===== config.mk =====
export PLATFORM = sky130hd
export DESIGN_NAME = bit_stream_serializer_flat
export DESIGN_NICKNAME = d
export VERILOG_FILES = /design/src/rtl/seqdet_pkg.sv /design/src/rtl/bit_stream_serializer_if.sv /design/src/rtl/bit_stream_serializer_fifo.sv /design/src/rtl/bit_stream_serializer.sv /design/src/flat_wrapper.sv
export SDC_FILE = /design/constraint.sdc
export NUM_CORES = 1
export LEC_CHECK = 0
export ABC_AREA = 1
export CAP_MARGIN = 15
export CORE_UTILIZATION = 40
export CTS_BUF_LIST = sky130_fd_sc_hd__clkbuf_2 sky130_fd_sc_hd__clkbuf_4 sky130_fd_sc_hd__clkbuf_8
export DETAILED_ROUTE_END_ITERATION = 10
export PLACE_DENSITY = 0.66
export REMOVE_ABC_BUFFERS = 1
export SLEW_MARGIN = 0
export SYNTH_ARGS = -nofsm -noshare
export SYNTH_HDL_FRONTEND = slang
export SYNTH_SLANG_ARGS = --single-unit

===== constraint.sdc =====
create_clock -name clk -period 7.2 [get_ports clk]
set_clock_uncertainty 0.2 [all_clocks]
set_input_delay 1.44 -clock clk [delete_from_list [all_inputs] [get_ports clk]]
set_output_delay 1.44 -clock clk [all_outputs]
set_load 0.005 [all_outputs]

===== src/rtl/seqdet_pkg.sv =====
// Shared definitions for the serial sequence detector slice.
//  - state_t    : serializer FSM state encoding (ST_IDLE=0, ST_SHIFT=1)
//  - DEF_WORD_W : default bits per parallel word
//  - DEF_FIFO_DEPTH : default input buffering in words
package seqdet_pkg;

  localparam int DEF_WORD_W     = 8;
  localparam int DEF_FIFO_DEPTH = 4;

  typedef enum logic {
    ST_IDLE  = 1'b0,
    ST_SHIFT = 1'b1
  } state_t;

endpackage


===== src/rtl/bit_stream_serializer_if.sv =====
// Bus bundle for bit_stream_serializer.
//  Parallel side : in_data, in_valid (from producer), in_ready (to producer)
//  Serial side   : x_out, x_valid, word_done
//  Status        : busy, fifo_count, dbg_state (FSM state for checkers)
// Handshake: a word transfers on a rising edge where in_valid & in_ready are
//  both 1. in_ready depends on registered state only and never on in_valid,
//  so the producer may wait for in_ready before raising in_valid or hold
//  in_valid high with stable in_data until accepted.
interface bit_stream_serializer_if
  import seqdet_pkg::*;
#(
  parameter int WORD_W     = DEF_WORD_W,
  parameter int FIFO_DEPTH = DEF_FIFO_DEPTH
);

  logic [WORD_W-1:0]                 in_data;
  logic                              in_valid;
  logic                              in_ready;
  logic                              x_out;
  logic                              x_valid;
  logic                              word_done;
  logic                              busy;
  logic [$clog2(FIFO_DEPTH+1)-1:0]   fifo_count;
  state_t                            dbg_state;

  // Producer / observer side.
  modport master (
    output in_data, in_valid,
    input  in_ready, x_out, x_valid, word_done, busy, fifo_count, dbg_state
  );

  // The serializer itself.
  modport slave (
    input  in_data, in_valid,
    output in_ready, x_out, x_valid, word_done, busy, fifo_count, dbg_state
  );

endinterface


===== src/rtl/bit_stream_serializer_fifo.sv =====
// sync_word_fifo: single-clock word FIFO, W bits x DEPTH entries.
//  push/wdata : write when push=1 and not full (a push while full is dropped)
//  pop/rdata  : rdata is the head entry; pop advances it when not empty
//  count      : entries held; full/empty decoded from count
// DEPTH must be a power of 2 so the pointers wrap naturally.
module sync_word_fifo #(
  parameter int W     = 8,
  parameter int DEPTH = 4,
  parameter int CW    = $clog2(DEPTH+1)
) (
  input  logic          clk,
  input  logic          rst,
  input  logic          push,
  input  logic          pop,
  input  logic [W-1:0]  wdata,
  output logic [W-1:0]  rdata,
  output logic [CW-1:0] count,
  output logic          full,
  output logic          empty
);

  localparam int AW = $clog2(DEPTH);

  logic [W-1:0]  mem [DEPTH];
  logic [AW-1:0] wr_ptr;
  logic [AW-1:0] rd_ptr;
  logic [CW-1:0] count_q;
  logic          do_push;
  logic          do_pop;

  assign full    = (count_q == CW'(DEPTH));
  assign empty   = (count_q == '0);
  assign do_push = push && !full;
  assign do_pop  = pop && !empty;
  assign rdata   = mem[rd_ptr];
  assign count   = count_q;

  // Storage needs no reset: entries are only read after being written.
  always_ff @(posedge clk) begin
    if (do_push) mem[wr_ptr] <= wdata;
  end

  always_ff @(posedge clk or posedge rst) begin
    if (rst) begin
      wr_ptr  <= '0;
      rd_ptr  <= '0;
      count_q <= '0;
    end else begin
      if (do_push) wr_ptr <= wr_ptr + AW'(1);
      if (do_pop)  rd_ptr <= rd_ptr + AW'(1);
      case ({do_push, do_pop})
        2'b10:   count_q <= count_q + CW'(1);
        2'b01:   count_q <= count_q - CW'(1);
        default: count_q <= count_q;
      endcase
    end
  end

endmodule


===== src/rtl/bit_stream_serializer.sv =====
// bit_stream_serializer: buffers parallel words in a small FIFO and shifts
// them out one bit per clock on x_out, qualified by x_valid. A word queued
// when the current one finishes is loaded on the same edge, so consecutive
// words form one gap-free stream.
//  clk, rst : clock, asynchronous active-high reset
//  bus      : bit_stream_serializer_if.slave (see interface for signal list)
// All serial-side outputs and in_ready are decoded from registers only.
module bit_stream_serializer
  import seqdet_pkg::*;
#(
  parameter int   WORD_W     = DEF_WORD_W,
  parameter int   FIFO_DEPTH = DEF_FIFO_DEPTH,
  parameter int   MSB_FIRST  = 1,
  parameter logic IDLE_BIT   = 1'b0
) (
  input  logic clk,
  input  logic rst,
  bit_stream_serializer_if.slave bus
);

  localparam int CW = $clog2(FIFO_DEPTH+1);
  localparam int BW = $clog2(WORD_W);

  state_t              state_q, state_d;
  logic [WORD_W-1:0]   shift_q, shift_d;
  logic [BW-1:0]       cnt_q, cnt_d;
  logic                pop;
  logic [WORD_W-1:0]   fifo_rdata;
  logic [CW-1:0]       fifo_count;
  logic                fifo_full;
  logic                fifo_empty;
  logic                shifting;
  logic                head;

  sync_word_fifo #(
    .W     (WORD_W),
    .DEPTH (FIFO_DEPTH),
    .CW    (CW)
  ) u_fifo (
    .clk   (clk),
    .rst   (rst),
    .push  (bus.in_valid),
    .pop   (pop),
    .wdata (bus.in_data),
    .rdata (fifo_rdata),
    .count (fifo_count),
    .full  (fifo_full),
    .empty (fifo_empty)
  );

  always_ff @(posedge clk or posedge rst) begin
    if (rst) begin
      state_q <= ST_IDLE;
      shift_q <= '0;
      cnt_q   <= '0;
    end else begin
      state_q <= state_d;
      shift_q <= shift_d;
      cnt_q   <= cnt_d;
    end
  end

  always_comb begin
    state_d = state_q;
    shift_d = shift_q;
    cnt_d   = cnt_q;
    pop     = 1'b0;
    case (state_q)
      ST_IDLE: begin
        if (!fifo_empty) begin
          pop     = 1'b1;
          shift_d = fifo_rdata;
          cnt_d   = BW'(WORD_W-1);
          state_d = ST_SHIFT;
        end
      end
      ST_SHIFT: begin
        if (cnt_q == '0) begin
          // Last bit on the wire: chain straight into the next word if one
          // is waiting, otherwise fall back to idle.
          if (!fifo_empty) begin
            pop     = 1'b1;
            shift_d = fifo_rdata;
            cnt_d   = BW'(WORD_W-1);
          end else begin
            state_d = ST_IDLE;
          end
        end else begin
          shift_d = (MSB_FIRST != 0) ? (shift_q << 1) : (shift_q >> 1);
          cnt_d   = cnt_q - BW'(1);
        end
      end
      default: state_d = ST_IDLE;
    endcase
  end

  assign shifting       = (state_q == ST_SHIFT);
  assign head           = (MSB_FIRST != 0) ? shift_q[WORD_W-1] : shift_q[0];

  assign bus.in_ready   = !fifo_full;
  assign bus.x_valid    = shifting;
  assign bus.x_out      = shifting ? head : IDLE_BIT;
  assign bus.word_done  = shifting && (cnt_q == '0);
  assign bus.busy       = shifting || !fifo_empty;
  assign bus.fifo_count = fifo_count;
  assign bus.dbg_state  = state_q;

endmodule

===== src/flat_wrapper.sv =====
// flat-port wrapper written by rule: the top's interface ports become plain ports
module bit_stream_serializer_flat import seqdet_pkg::*;
#(
  parameter int   WORD_W     = DEF_WORD_W,
  parameter int   FIFO_DEPTH = DEF_FIFO_DEPTH,
  parameter int   MSB_FIRST  = 1,
  parameter logic IDLE_BIT   = 1'b0
)
  (clk, rst, bus_in_data, bus_in_valid, bus_in_ready, bus_x_out, bus_x_valid, bus_word_done, bus_busy, bus_fifo_count, bus_dbg_state);
  bit_stream_serializer_if #(.WORD_W(WORD_W), .FIFO_DEPTH(FIFO_DEPTH)) bus_i ();
  input  logic clk;
  input  logic rst;
  input wire logic [$bits(bus_i.in_data)-1:0] bus_in_data;
  input wire logic [$bits(bus_i.in_valid)-1:0] bus_in_valid;
  output wire logic [$bits(bus_i.in_ready)-1:0] bus_in_ready;
  output wire logic [$bits(bus_i.x_out)-1:0] bus_x_out;
  output wire logic [$bits(bus_i.x_valid)-1:0] bus_x_valid;
  output wire logic [$bits(bus_i.word_done)-1:0] bus_word_done;
  output wire logic [$bits(bus_i.busy)-1:0] bus_busy;
  output wire logic [$bits(bus_i.fifo_count)-1:0] bus_fifo_count;
  output wire logic [$bits(bus_i.dbg_state)-1:0] bus_dbg_state;
  assign bus_i.in_data = bus_in_data;
  assign bus_i.in_valid = bus_in_valid;
  assign bus_in_ready = bus_i.in_ready;
  assign bus_x_out = bus_i.x_out;
  assign bus_x_valid = bus_i.x_valid;
  assign bus_word_done = bus_i.word_done;
  assign bus_busy = bus_i.busy;
  assign bus_fifo_count = bus_i.fifo_count;
  assign bus_dbg_state = bus_i.dbg_state;
  bit_stream_serializer #(.WORD_W(WORD_W), .FIFO_DEPTH(FIFO_DEPTH), .MSB_FIRST(MSB_FIRST), .IDLE_BIT(IDLE_BIT)) u_core (.clk(clk), .rst(rst), .bus(bus_i));
endmodule

==> summary.txt <==
Global route
  • First-pass GRT wire length: about 6500 um
  • Largest net degree at the start of global routing: 21
  • GRT Total Usage: 0.138
  • Vias in the first global route: roughly 1,400
  • Antenna violations before repair: 0
  • Gr ovfl total: 0

Hold path
  • Worst min-delay path class: reg -> reg
  • Hold_sp: u_core.cnt_q[1]$_DFF_PP0_

Clocking
  • Buffer depth of the longest clock path: 2
  • Cts bufs inserted: 5
  • H-tree Lvls: 2
  • Post-cts repair resize count: 0
  • Reg clk slew, reported paths: around 0.09 ns
  • Clock Sinks: 51
  • Post-CTS Setup Bufs: 0
  • CTS Hold Buffers Added: 0
  • Clock Latency Late Sink: 0.30 ns
  • CTS tree: done
  • CTS root buffer: clkbuf_8

Final layout
  • # nets final: approximately 280
  • Reg area: 1440 um^2
  • Layout cells sized above 1: 0.0923
  • Multi-input logic area: 729 um^2
  • Commonest non-fill, non-tap cell in the layout: nand2_1
  • Ant diodes: 0
  • Commonest cells after routing, fill and taps aside: nand2_1 (104), edfxtp_1 (32), inv_1 (22), clkdlybuf4s50_1 (19), dfrtp_1 (19)
  • Post-route cell area: roughly 2700 um^2
  • Area delta synth->final: 14.3%
  • Fillers: 522

Status
  • Result of the run: complete, no violations

Synth
  • Syn. warnings: 0
  • Async SR Flop Fraction: 0.373
  • Area fraction in compound gates after synthesis: 0.0214
  • Register area share after synthesis: 0.614
  • Largest family of logic cells by synthesized area: simple AND/OR/NAND/NOR gates
  • Top cell type's share of synthesized area: 0.410
  • Post-Synth Simple-Gate Area: 0.229
  • Number of synthesized flops with an enable pin: 32
  • Post-synthesis register bit count: slightly above 50
  • Adder-cell share of the synthesized area: 0.0460
  • Mux cell area share after synthesis: 0
  • Xor/xnor cell area share of the yosys netlist: 0.0150
  • Cell Area, Synth: roughly 2300 um^2
  • Synth top area cells: edfxtp_1 (41%), dfrtp_1 (20%), nand2_1 (17%), ha_1 (3.7%), inv_1 (3.5%)
  • Synth area leader: edfxtp_1
  • Post-synthesis cell count: 240
  • Netlist cell types: 23
  • Top_reg_cell synth: edfxtp_1
  • Synth Area per Inst: around 10 um^2

Run
  • Max_cap viols: 0

STA
  • Final setup viols: 0
  • Slew Limit Headroom: 0.497
  • Post-layout min period: around 3.3 ns
  • Fmax: between 0.3 and 0.4 GHz
  • Slew at the pin with the worst max-slew slack: 0.752 ns
  • Post-route clock period utilization: 0.457
  • Setup TNS: 0 ns
  • Max Slew Vio Count: 0
  • Final Hold Viols: 0
  • RSZ-0062 raised after global routing: false

Critical path
  • Worst setup EP type: output pin
  • Critical path data required time: approximately 5.6 ns
  • Worst EP arrival: around 1.7 ns
  • Setup crit start kind: flip-flop
  • Worst r2r src: u_core.cnt_q[0]$_DFF_PP0_
  • CP max FO: 10
  • Worst setup path class: reg -> out
  • Crit path from: u_core.u_fifo.count[0]$_DFFE_PP0P_

Route
  • Total Wirelength: 3630 um
  • DR iter-0 viols: 54
  • Vias: roughly 1,500
  • ANT nets after route: 0
  • WL/cell: about 11 um
  • Vias per cell: 4.52
  • TritonRoute pass-1 iters: 4
  • # DRC: 0

Floorplanning
  • Io pins: 20
  • Chip Height: between 70 and 80 um
  • Core Rows: 27
  • Core area: between 5000 and 6000 um^2
  • Chip width: a little under 80 um
  • Starting Density: 0.420
  • Die area: ~6000 um^2

Placed design
  • HPWL Detailed: approximately 2400 um
  • Number of port buffers: 19
  • Cell Area, Placed: 2560 um^2
  • RePlAce Congestion: just over 0.7

Power
  • Pwr/cell area: between 300 and 400 nW/um^2
  • Worst vdd ir: about 0.00018 V
  • Leakage: between 1 and 1.5 nW
[per-stage QoR]
step | instances | setup WS (ns) | hold slack [ns] | util | total power [mW]
final | 332 | 3.91 | 0.298 | 0.480 | 1.02
after CTS | 332 | 3.87 | 0.296 | 0.480 | 1.04
after detailed placement | 324 | 3.78 | 0.273 | 0.460 | 0.841
after floorplan | 233 | 4.31 | 0.250 | - | 0.719
after global placement | 324 | 3.82 | 0.269 | 0.460 | 0.832
after global routing | 332 | 3.79 | 0.318 | 0.480 | 1.12
[where the power goes]
group	switching [mW]	internal, mW	leakage, nW	total (mW)
Clock	0.0881	0.108	0.0591	0.196
Sequential	0.0614	0.397	0.525	0.458
Combinational	0.231	0.140	0.648	0.370
[path summary, 6_finish.rpt]
| kind | slack [ns] | cells after the start | endpoint |
|---|---|---|---|
| setup / recovery | 3.91 | 5 | bus_busy |
| hold / removal | 0.30 | 2 | u_core.cnt_q[1]$_DFF_PP0_ |
| setup reg to reg | 4.67 | 12 | u_core.u_fifo.count[2]$_DFFE_PP0P_ |
| hold reg to reg | 0.30 | 2 | u_core.cnt_q[1]$_DFF_PP0_ |
| max in group asynchronous | 4.98 | 2 | u_core.shift_q[6]$_DFF_PP0_ |
| min in group asynchronous | 1.36 | 2 | u_core.cnt_q[1]$_DFF_PP0_ |
[flip-flops by register name (all words and copies together) (netlist names)]
signal,count
u_core.u_fifo.wr_ptr,2
u_core.u_fifo.rd_ptr,2
u_core.shift_q,8
u_core.u_fifo.count,3
u_core.cnt_q,3
u_core.u_fifo.mem,32
u_core.bus.dbg_state,1
[area by class of cell]
| cell class | count | share of cell area |
|---|---|---|
| clock buffers | 6 | 0.0285 |
| clock inverters | 2 | 0.0136 |
| inverters | 30 | 0.0439 |
| multi-input cells | 152 | 0.273 |
| flip-flops and latches | 51 | 0.537 |
| well taps | 72 | 0.0337 |
| repair buffers | 19 | 0.0711 |
[cells by family after synthesis]
kind of cell | after synthesis
xor+xnor | 4
simple gates | 130
flops | 51
fa+ha+maj | 8
compound gates | 10
buf+inv | 37
[worst max-delay path: stages, from the launching register on]
cell,delay [ns]
dfrtp_1,0.42
inv_2,0.12
nand2_2,0.07
nor2_4,0.22
nand2_1,0.08
clkdlybuf4s50_1,0.44
[routing by layer]
| metal | global-route usage | wire length, um | vias to the layer above |
|---|---|---|---|
| li1 | - | - | 783 |
| met1 | 0.176 | 1820 | 683 |
| met2 | 0.229 | 1640 | 29 |
| met3 | 0.0279 | 124 | 7 |
| met4 | 0.0574 | 43 | 0 |
| met5 | 0 | 0 | - |
[cells in the mapped netlist, types with 4 or more instances]
master	instances
buf_4	4
o21ai_1	5
nand3_1	12
ha_1	7
edfxtp_1	32
inv_2	7
nand2_2	4
nor2_1	6
dfrtp_1	19
a21oi_1	4
nand2_1	104
inv_1	22
Power figures use the tool's default switching activity.
